`config.mk`:
```
export PLATFORM = sky130hd
export DESIGN_NAME = rgmii_rx_frame
export DESIGN_NICKNAME = d
export VERILOG_FILES = /design/src/rtl/rgmii_pkg.sv /design/src/rtl/rgmii_rx_crc32.sv /design/src/rtl/rgmii_rx_frame.sv
export SDC_FILE = /design/constraint.sdc
export NUM_CORES = 1
export LEC_CHECK = 0
export ABC_CLOCK_PERIOD_IN_PS = 3400
export BUFFER_PORTS_ARGS = -buffer_cell sky130_fd_sc_hd__buf_2
export CORE_UTILIZATION = 23
export DETAILED_ROUTE_END_ITERATION = 12
export PLACE_DENSITY = 0.48
export SYNTH_ARGS = -nofsm -noshare
export SYNTH_HDL_FRONTEND = slang
export SYNTH_SLANG_ARGS = --single-unit
```
`constraint.sdc`:
```
create_clock -name clk -period 3.4 [get_ports clk]
set_clock_uncertainty 0.1 [all_clocks]
set_input_delay 0.17 -clock clk [delete_from_list [all_inputs] [get_ports clk]]
set_output_delay 0.17 -clock clk [all_outputs]
set_load 0.02 [all_outputs]
```
`src/rtl/rgmii_pkg.sv`:
```
// rtl/rgmii_pkg.sv - shared types and constants for the RGMII receive frame path
package rgmii_pkg;

    // Frame delineation states
    typedef enum logic [1:0] {
        ST_IDLE     = 2'd0,
        ST_PREAMBLE = 2'd1,
        ST_DATA     = 2'd2,
        ST_DROP     = 2'd3
    } rx_state_e;

    localparam logic [7:0]  PREAMBLE_BYTE = 8'h55;
    localparam logic [7:0]  SFD_BYTE      = 8'hD5;

    // Ethernet CRC-32 in normal (MSB-first) notation; the datapath uses its reflection
    localparam logic [31:0] CRC_POLY      = 32'h04C11DB7;
    // Good-frame residue in normal bit order (reflected register reads 0xDEBB20E3)
    localparam logic [31:0] CRC_RESIDUE   = 32'hC704DD7B;

    // In-band status speed encoding carried on RXD[2:1] during the IFG
    localparam logic [1:0]  SPEED_10      = 2'b00;
    localparam logic [1:0]  SPEED_100     = 2'b01;
    localparam logic [1:0]  SPEED_1000    = 2'b10;

    // Reverse bit order of a 32-bit word (LSB-first register <-> MSB-first notation)
    function automatic logic [31:0] bitrev32(input logic [31:0] v);
        logic [31:0] r;
        for (int i = 0; i < 32; i++) begin
            r[i] = v[31-i];
        end
        return r;
    endfunction

endpackage

```
`src/rtl/rgmii_rx_crc32.sv`:
```
// rtl/rgmii_rx_crc32.sv - byte-wide reflected CRC-32 accumulator with clear and enable
module rgmii_rx_crc32 (
    input  logic        clk_i,
    input  logic        rst_ni,
    input  logic        clr_i,
    input  logic        en_i,
    input  logic [7:0]  data_i,
    output logic [31:0] crc_o
);
    import rgmii_pkg::*;

    localparam logic [31:0] POLY_REFL = bitrev32(CRC_POLY);

    logic [31:0] crc_q;
    logic [31:0] crc_d;
    logic [31:0] c;

    // Next CRC: clear wins, otherwise fold one byte LSB first
    always_comb begin
        crc_d = crc_q;
        c     = crc_q ^ {24'h0, data_i};
        if (clr_i) begin
            crc_d = 32'hFFFF_FFFF;
        end else if (en_i) begin
            for (int i = 0; i < 8; i++) begin
                c = c[0] ? ((c >> 1) ^ POLY_REFL) : (c >> 1);
            end
            crc_d = c;
        end
    end

    // CRC register
    always_ff @(posedge clk_i or negedge rst_ni) begin
        if (!rst_ni) begin
            crc_q <= 32'hFFFF_FFFF;
        end else begin
            crc_q <= crc_d;
        end
    end

    assign crc_o = crc_q;

endmodule

```
`src/rtl/rgmii_rx_frame.sv`:
```
// rtl/rgmii_rx_frame.sv - RGMII DDR capture, frame delineation and status; CRC check under RGMII_RX_FRAME_CRC_EN
module rgmii_rx_frame #(
    parameter int IODLY   = 63,
    parameter int MIN_LEN = 64,
    parameter int MAX_LEN = 1518
) (
    input  logic        clk,
    input  logic        rst_n,
    input  logic [3:0]  rgmii_rxd,
    input  logic        rgmii_rx_ctl,
    output logic [7:0]  rx_data,
    output logic        rx_valid,
    output logic        rx_sof,
    output logic        rx_eof,
    output logic        rx_err,
    output logic        link_up,
    output logic [1:0]  speed,
    output logic        duplex,
    output logic [15:0] ok_cnt,
    output logic [15:0] err_cnt
);
    import rgmii_pkg::*;

    localparam int              LEN_W    = $clog2(MAX_LEN + 1);
    localparam logic [LEN_W-1:0] LEN_MIN  = LEN_W'(MIN_LEN);
    localparam logic [LEN_W-1:0] LEN_LAST = LEN_W'(MAX_LEN - 1);
    // The delay line is ideal in this portable model; an illegal tap setting blanks the inputs
    localparam bit              IODLY_OK = (IODLY >= 0) && (IODLY <= 127);

    logic [1:0]       rst_sync_q;
    logic             rst_ni;
    logic [4:0]       pin_w;
    logic [4:0]       rise_q, fall_q, q0_q, q1_q;
    logic [7:0]       byte_q;
    logic             dv_q, er_q;
    rx_state_e        state_q, state_d;
    logic [7:0]       hold_q, hold_d;
    logic             hold_vld_q, hold_vld_d;
    logic             hold_sof_q, hold_sof_d;
    logic [LEN_W-1:0] len_q, len_d;
    logic             err_seen_q, err_seen_d;
    logic             link_q, link_d, duplex_q, duplex_d;
    logic [1:0]       speed_q, speed_d;
    logic             emit, emit_sof, emit_eof, emit_err;
    logic             crc_bad;
    logic [7:0]       rx_data_q;
    logic             rx_valid_q, rx_sof_q, rx_eof_q, rx_err_q;
    logic [15:0]      ok_cnt_q, err_cnt_q;

    // Reset: assert asynchronously, release on clk
    always_ff @(posedge clk or negedge rst_n) begin
        if (!rst_n) begin
            rst_sync_q <= 2'b00;
        end else begin
            rst_sync_q <= {rst_sync_q[0], 1'b1};
        end
    end
    assign rst_ni = rst_sync_q[1];

    assign pin_w = IODLY_OK ? {rgmii_rx_ctl, rgmii_rxd} : 5'h00;

    // IDDR rising-edge capture
    always_ff @(posedge clk or negedge rst_ni) begin
        if (!rst_ni) begin
            rise_q <= 5'h00;
        end else begin
            rise_q <= pin_w;
        end
    end

    // IDDR falling-edge capture
    always_ff @(negedge clk or negedge rst_ni) begin
        if (!rst_ni) begin
            fall_q <= 5'h00;
        end else begin
            fall_q <= pin_w;
        end
    end

    // IDDR output: both halves of one RXC period presented on the same rising edge
    always_ff @(posedge clk or negedge rst_ni) begin
        if (!rst_ni) begin
            q0_q <= 5'h00;
            q1_q <= 5'h00;
        end else begin
            q0_q <= rise_q;
            q1_q <= fall_q;
        end
    end

    // Byte assembly: high nibble on the falling edge, RX_CTL carries DV then DV^ER
    always_ff @(posedge clk or negedge rst_ni) begin
        if (!rst_ni) begin
            byte_q <= 8'h00;
            dv_q   <= 1'b0;
            er_q   <= 1'b0;
        end else begin
            byte_q <= {q1_q[3:0], q0_q[3:0]};
            dv_q   <= q0_q[4];
            er_q   <= q0_q[4] ^ q1_q[4];
        end
    end

    // FSM state register
    always_ff @(posedge clk or negedge rst_ni) begin
        if (!rst_ni) begin
            state_q <= ST_IDLE;
        end else begin
            state_q <= state_d;
        end
    end

    // FSM next state
    always_comb begin
        state_d = state_q;
        case (state_q)
            ST_IDLE: begin
                if (dv_q) begin
                    state_d = (byte_q == PREAMBLE_BYTE) ? ST_PREAMBLE : ST_DROP;
                end
            end
            ST_PREAMBLE: begin
                if (!dv_q) begin
                    state_d = ST_IDLE;
                end else if (er_q) begin
                    state_d = ST_DROP;
                end else if (byte_q == SFD_BYTE) begin
                    state_d = ST_DATA;
                end else if (byte_q != PREAMBLE_BYTE) begin
                    state_d = ST_DROP;
                end
            end
            ST_DATA: begin
                if (!dv_q) begin
                    state_d = ST_IDLE;
                end else if (len_q == LEN_LAST) begin
                    state_d = ST_DROP;
                end
            end
            default: begin
                if (!dv_q) begin
                    state_d = ST_IDLE;
                end
            end
        endcase
    end

    // FSM outputs: one-byte hold so the last byte can be tagged when DV falls
    always_comb begin
        emit       = 1'b0;
        emit_sof   = hold_sof_q;
        emit_eof   = 1'b0;
        emit_err   = 1'b0;
        hold_d     = hold_q;
        hold_vld_d = hold_vld_q;
        hold_sof_d = hold_sof_q;
        len_d      = len_q;
        err_seen_d = err_seen_q;
        link_d     = link_q;
        speed_d    = speed_q;
        duplex_d   = duplex_q;
        case (state_q)
            ST_IDLE: begin
                hold_vld_d = 1'b0;
                len_d      = '0;
                err_seen_d = 1'b0;
                if (!dv_q && !er_q) begin
                    link_d   = byte_q[0];
                    speed_d  = byte_q[2:1];
                    duplex_d = byte_q[3];
                end
            end
            ST_PREAMBLE: begin
                hold_vld_d = 1'b0;
                len_d      = '0;
                err_seen_d = 1'b0;
            end
            ST_DATA: begin
                if (dv_q) begin
                    emit       = hold_vld_q;
                    hold_d     = byte_q;
                    hold_vld_d = 1'b1;
                    hold_sof_d = !hold_vld_q;
                    len_d      = len_q + LEN_W'(1);
                    err_seen_d = err_seen_q | er_q;
                end else begin
                    emit       = hold_vld_q;
                    emit_eof   = 1'b1;
                    emit_err   = err_seen_q | (len_q < LEN_MIN) | crc_bad;
                    hold_vld_d = 1'b0;
                end
            end
            default: begin
                // Only a truncated frame arrives here with a held byte
                emit       = hold_vld_q;
                emit_eof   = 1'b1;
                emit_err   = 1'b1;
                hold_vld_d = 1'b0;
            end
        endcase
    end

    // Frame datapath and in-band status registers
    always_ff @(posedge clk or negedge rst_ni) begin
        if (!rst_ni) begin
            hold_q     <= 8'h00;
            hold_vld_q <= 1'b0;
            hold_sof_q <= 1'b0;
            len_q      <= '0;
            err_seen_q <= 1'b0;
            link_q     <= 1'b0;
            speed_q    <= 2'b00;
            duplex_q   <= 1'b0;
        end else begin
            hold_q     <= hold_d;
            hold_vld_q <= hold_vld_d;
            hold_sof_q <= hold_sof_d;
            len_q      <= len_d;
            err_seen_q <= err_seen_d;
            link_q     <= link_d;
            speed_q    <= speed_d;
            duplex_q   <= duplex_d;
        end
    end

    // Output byte stream and saturating frame counters
    always_ff @(posedge clk or negedge rst_ni) begin
        if (!rst_ni) begin
            rx_data_q  <= 8'h00;
            rx_valid_q <= 1'b0;
            rx_sof_q   <= 1'b0;
            rx_eof_q   <= 1'b0;
            rx_err_q   <= 1'b0;
            ok_cnt_q   <= 16'h0000;
            err_cnt_q  <= 16'h0000;
        end else begin
            rx_valid_q <= emit;
            rx_sof_q   <= emit & emit_sof;
            rx_eof_q   <= emit & emit_eof;
            rx_err_q   <= emit & emit_eof & emit_err;
            if (emit) begin
                rx_data_q <= hold_q;
            end
            if (emit && emit_eof) begin
                if (emit_err) begin
                    if (err_cnt_q != 16'hFFFF) begin
                        err_cnt_q <= err_cnt_q + 16'd1;
                    end
                end else if (ok_cnt_q != 16'hFFFF) begin
                    ok_cnt_q <= ok_cnt_q + 16'd1;
                end
            end
        end
    end

`ifdef RGMII_RX_FRAME_CRC_EN
    logic [31:0] crc_w;
    logic        crc_clr;
    logic        crc_en;

    // CRC restarts outside DATA and folds in every byte accepted in DATA
    always_comb begin
        crc_clr = (state_q != ST_DATA);
        crc_en  = (state_q == ST_DATA) && dv_q;
    end

    rgmii_rx_crc32 u_crc (
        .clk_i  (clk),
        .rst_ni (rst_ni),
        .clr_i  (crc_clr),
        .en_i   (crc_en),
        .data_i (byte_q),
        .crc_o  (crc_w)
    );

    assign crc_bad = (bitrev32(crc_w) != CRC_RESIDUE);
`else
    assign crc_bad = 1'b0;
`endif

    assign rx_data  = rx_data_q;
    assign rx_valid = rx_valid_q;
    assign rx_sof   = rx_sof_q;
    assign rx_eof   = rx_eof_q;
    assign rx_err   = rx_err_q;
    assign link_up  = link_q;
    assign speed    = speed_q;
    assign duplex   = duplex_q;
    assign ok_cnt   = ok_cnt_q;
    assign err_cnt  = err_cnt_q;

endmodule

```
After elaboration in Yosys (flattened, before gate mapping)
Index checks and enable logic that the tools add are counted.
- bitwise logic cells: 7
- reductions and logical operators: 14
- add/subtract/negate cells: 3
- $lt $le $gt $ge: 1
- eq/ne operators: 13
- multiplexer cells: 21
- operators with widths (cell ; count):
    16-bit by 1-bit adder with 16-bit output, second input constant ; 2
    16-bit != test, second input constant ; 2
    11-bit case mux with 2 select lines ; 1
    2-bit two-way mux ; 9
    11-bit by 1-bit adder with 11-bit output, second input constant ; 1
    11-bit equality test, second input constant ; 1
    11-bit by 7-bit less-than comparator with 1-bit output, second input constant ; 1
    11-bit two-way mux ; 1
    8-bit by 7-bit equality test with 1-bit output, second input constant ; 1
    8-bit equality test, second input constant ; 1
    8-bit by 7-bit != test with 1-bit output, second input constant ; 1
    1-bit two-way mux ; 6
    1-bit case mux with 2 select lines ; 3
    2-bit case mux with 3 select lines ; 1
    2-bit AND reduction ; 3
    3-bit AND reduction ; 2
    5-bit != test, second input constant ; 1
    2-bit != test, second input constant ; 2
    4-bit by 1-bit != test with 1-bit output, second input constant ; 1
    4-bit AND reduction ; 1
    1-bit AND ; 3
    1-bit zero test ; 3
    3-bit != test, second input constant ; 1
    2-bit by 1-bit equality test with 1-bit output, second input constant ; 1
    8 further kinds ; 10
- logic and storage cells: 83
- bits in registers: 104
- output and inout port bits: 48
- input bits: 7

Logic depth before layout (Yosys ltp)
- word-level depth: 6
- gate-level depth with buffers: 7

==> results.sh <==
export IMPL_ys_async_sr_fraction=1.00
export IMPL_critPathArrivalTime_ns=2.68
export IMPL_drt_drc_violations_left=0
export IMPL_htreeDepth=3
export IMPL_p_switching_mw=0.883
export IMPL_fin_crit_sh=0.744
export IMPL_path_clk_slew_ns=0.07
export IMPL_final_setup_viol_count=0
export IMPL_die_area_sq_mm=0.0184
export IMPL_synth_avg_cell_area_sq_um=12.6
export IMPL_cts_path_max_buffers=2
export IMPL_crit_path_max_fanout=22
export IMPL_syn_num_nets=338
export IMPL_synth_compound_area_frac=0.0392
export IMPL_tns_ns=0
export IMPL_netlist_area_sq_mm=0.00412
export IMPL_seqPwrFrac=0.511
export IMPL_fin_util=0.288
export IMPL_grt_use_total=0.0957
export IMPL_tightestPinTransition_ns=0.860
export IMPL_num_fill_cells=1821
export IMPL_layout_drive_gt1_share=0.258
export IMPL_yosysSeqAreaShare=0.632
export IMPL_clock_sinks=104
export IMPL_postPlaceCellArea_sq_mm=0.00465
export IMPL_p_per_area_mw_per_mm2=595
export IMPL_overflow=0
export IMPL_p_int_mw=2.10
export IMPL_maxSlewViolCount=0
export IMPL_layout_nets=405
export IMPL_worst_slack_ns=0.870
export IMPL_wl_per_cell_microns=12.7
export IMPL_ant_nets=0
export IMPL_hold_viol=0
export IMPL_final_cell_mix="dfrtp_1 (98), buf_2 (54), nand2_1 (52), xnor2_1 (20)"
export IMPL_start_util=0.236
export IMPL_cts_root_buf="clkbuf_16"
export IMPL_finalPower_mw=2.98
export IMPL_synth_edf_count=0
export IMPL_cts_tree="built"
export IMPL_routed_via_density=4.16
export IMPL_drtIter0Drc=145
export IMPL_max_freq_ghz=0.395
export IMPL_relSlewSlack=0.421
export IMPL_drtPass1Iterations=4
export IMPL_synth_top_flop_cell="dfrtp_1"
export IMPL_dp_slack_ns=0.844
export IMPL_synthCells=327
export IMPL_irDropWorstVdd_mv=0.215
export IMPL_clkPwrFrac=0.339
export IMPL_rsz0062_at_grt="no"
export IMPL_diodes=0
export IMPL_comb_power_share=0.149
export IMPL_synthXorXnorAreaFrac=0.0702
export IMPL_path_class="flip-flop to flip-flop"
export IMPL_core_sq_mm=0.0174
export IMPL_layout_commonest_cell="dfrtp_1"
export IMPL_wl_microns=7910
export IMPL_cap_viol_max_count=0
export IMPL_area_growth_synth_to_final_pct=21.7
export IMPL_post_cts_buffers=0
export IMPL_switching_share=0.296
export IMPL_critPathLaunchType="flip-flop"
export IMPL_gp_congestion=0.717
export IMPL_min_path_type="input port to async pin"
export IMPL_numCtsBuffers=9
export IMPL_dieWidth_microns=136
export IMPL_worstSkewPairLatency_ns=0.36
export IMPL_grt_pass1_vias=2659
export IMPL_synth_fa_ha_area_frac=0.0122
export IMPL_synth_top_family_by_area="simple AND/OR/NAND/NOR gates"
export IMPL_synth_mux_area_frac=0.0507
export IMPL_hpwl_microns=5520
export IMPL_hold_ws_ns=0.0131
export IMPL_status="finished clean"
export IMPL_leakage_nw=2.44
export IMPL_yosysUniqueCellTypes=51
export IMPL_vias=2595
export IMPL_antenna_found_initial=0
export IMPL_grt_pass1_wl_microns=13400
export IMPL_ios=55
export IMPL_fin_area_sq_mm=0.00501
export IMPL_crit_path_end_kind="flip-flop"
export IMPL_die_h_microns=136
export IMPL_post_place_cells=601
export IMPL_synth_simple_area_share=0.179
export IMPL_layout_cells_non_filler=624
export IMPL_ys_warn_count=0
export IMPL_cp_required_ns=3.55
export IMPL_grt_max_degree=60
export IMPL_io_buffers=54
export IMPL_num_rows=48
export IMPL_ys_seq_elements=104
export IMPL_finalCriticalPeriod_ns=2.53
[sequential cells by signal (all words and copies together), names as in the netlist, 5 cells and up]
register,flops
err_cnt,16
q0_q,5
ok_cnt,16
rise_q,5
q1_q,5
len_q,11
byte_q,8
hold_q,8
rx_data,8
fall_q,5
[critical path, stage by stage, from the launching register on]
cell and delay (ns):
dfrtp_1 0.74, nand2_1 0.51, a211oi_4 0.42, and4_1 0.36, nand4_1 0.14, xnor2_1 0.14
[cell families (layout without fill, tap and decap cells)]
logic type / count (synthesis) / after routing
and+or+nand+nor: 133 / 133
DFF: 104 / 104
xor gates and xnor gates: 33 / 33
AOI/OAI and AO/OA: 19 / 19
muxes: 19 / 19
buffers and inverters: 14 / 86
adders and majority gates: 4 / 4
other: 1 / 1
[Yosys cell counts (all sizes together) (5+ instances only)]
master,instances,area share
nor2,10,0.0091
and2,7,0.011
dfrtn,5,0.030
inv,7,0.0064
o21ai,5,0.0061
xor2,13,0.028
nor3,6,0.0097
nand3,15,0.018
dfrtp,99,0.60
nand4,14,0.021
nor2b,5,0.0082
nand2,52,0.047
and3,9,0.014
xnor2,20,0.043
mux2,15,0.041
[cell type report]
| cell class | instances | area (sq um) | area share |
|---|---|---|---|
| Clock inverter | 6 | 61.3 | 0.0122 |
| Clock buffer | 10 | 229 | 0.0457 |
| Timing Repair Buffer | 63 | 355 | 0.0709 |
| Multi-Input combinational cell | 209 | 1450 | 0.289 |
| Inverter | 7 | 26.3 | 0.00524 |
| Sequential cell | 104 | 2610 | 0.520 |
| Tap cell | 225 | 282 | 0.0562 |
[layer usage]
metal,GRT usage,wire [microns],part of all wire
met5,0,0,0
met4,0.0581,210,0.027
met3,0.0247,294,0.037
met2,0.151,3820,0.48
met1,0.117,3590,0.45
[repair_timing]
action | CTS | global route
hold buffers | 7 | 0
hold endpoints to repair | 7 | 0
gates resized for setup | 0 | 0
[worst paths after layout]
kind	startpoint	to	slack, ns	depth (start not counted)
setup / recovery	state_q[1]$_DFFE_PN0P_	err_cnt[13]$_DFFE_PN0P_	0.87	5
hold / removal	rst_n	rst_sync_q[1]$_DFF_PN0_	0.01	2
setup reg to reg	state_q[1]$_DFFE_PN0P_	err_cnt[13]$_DFFE_PN0P_	0.87	5
hold reg to reg	rst_sync_q[1]$_DFF_PN0_	rise_q[3]$_DFF_PN0_	0.23	0
max in group asynchronous	rst_sync_q[1]$_DFF_PN0_	fall_q[0]$_DFF_NN0_	0.99	0
min in group clk	rise_q[3]$_DFF_PN0_	q0_q[3]$_DFF_PN0_	0.25	0
[power by group through the flow]
stage / Clock, mW / Combinational, mW / Sequential [mW]
2_1_floorplan: 0 / 0.198 / 1.63
3_3_place_gp: 0 / 0.436 / 1.55
3_5_place_dp: 0 / 0.449 / 1.55
4_1_cts: 1.06 / 0.456 / 1.53
5_1_grt: 1.11 / 0.494 / 1.55
6_report: 1.01 / 0.445 / 1.53
Power figures use the tool's default switching activity.
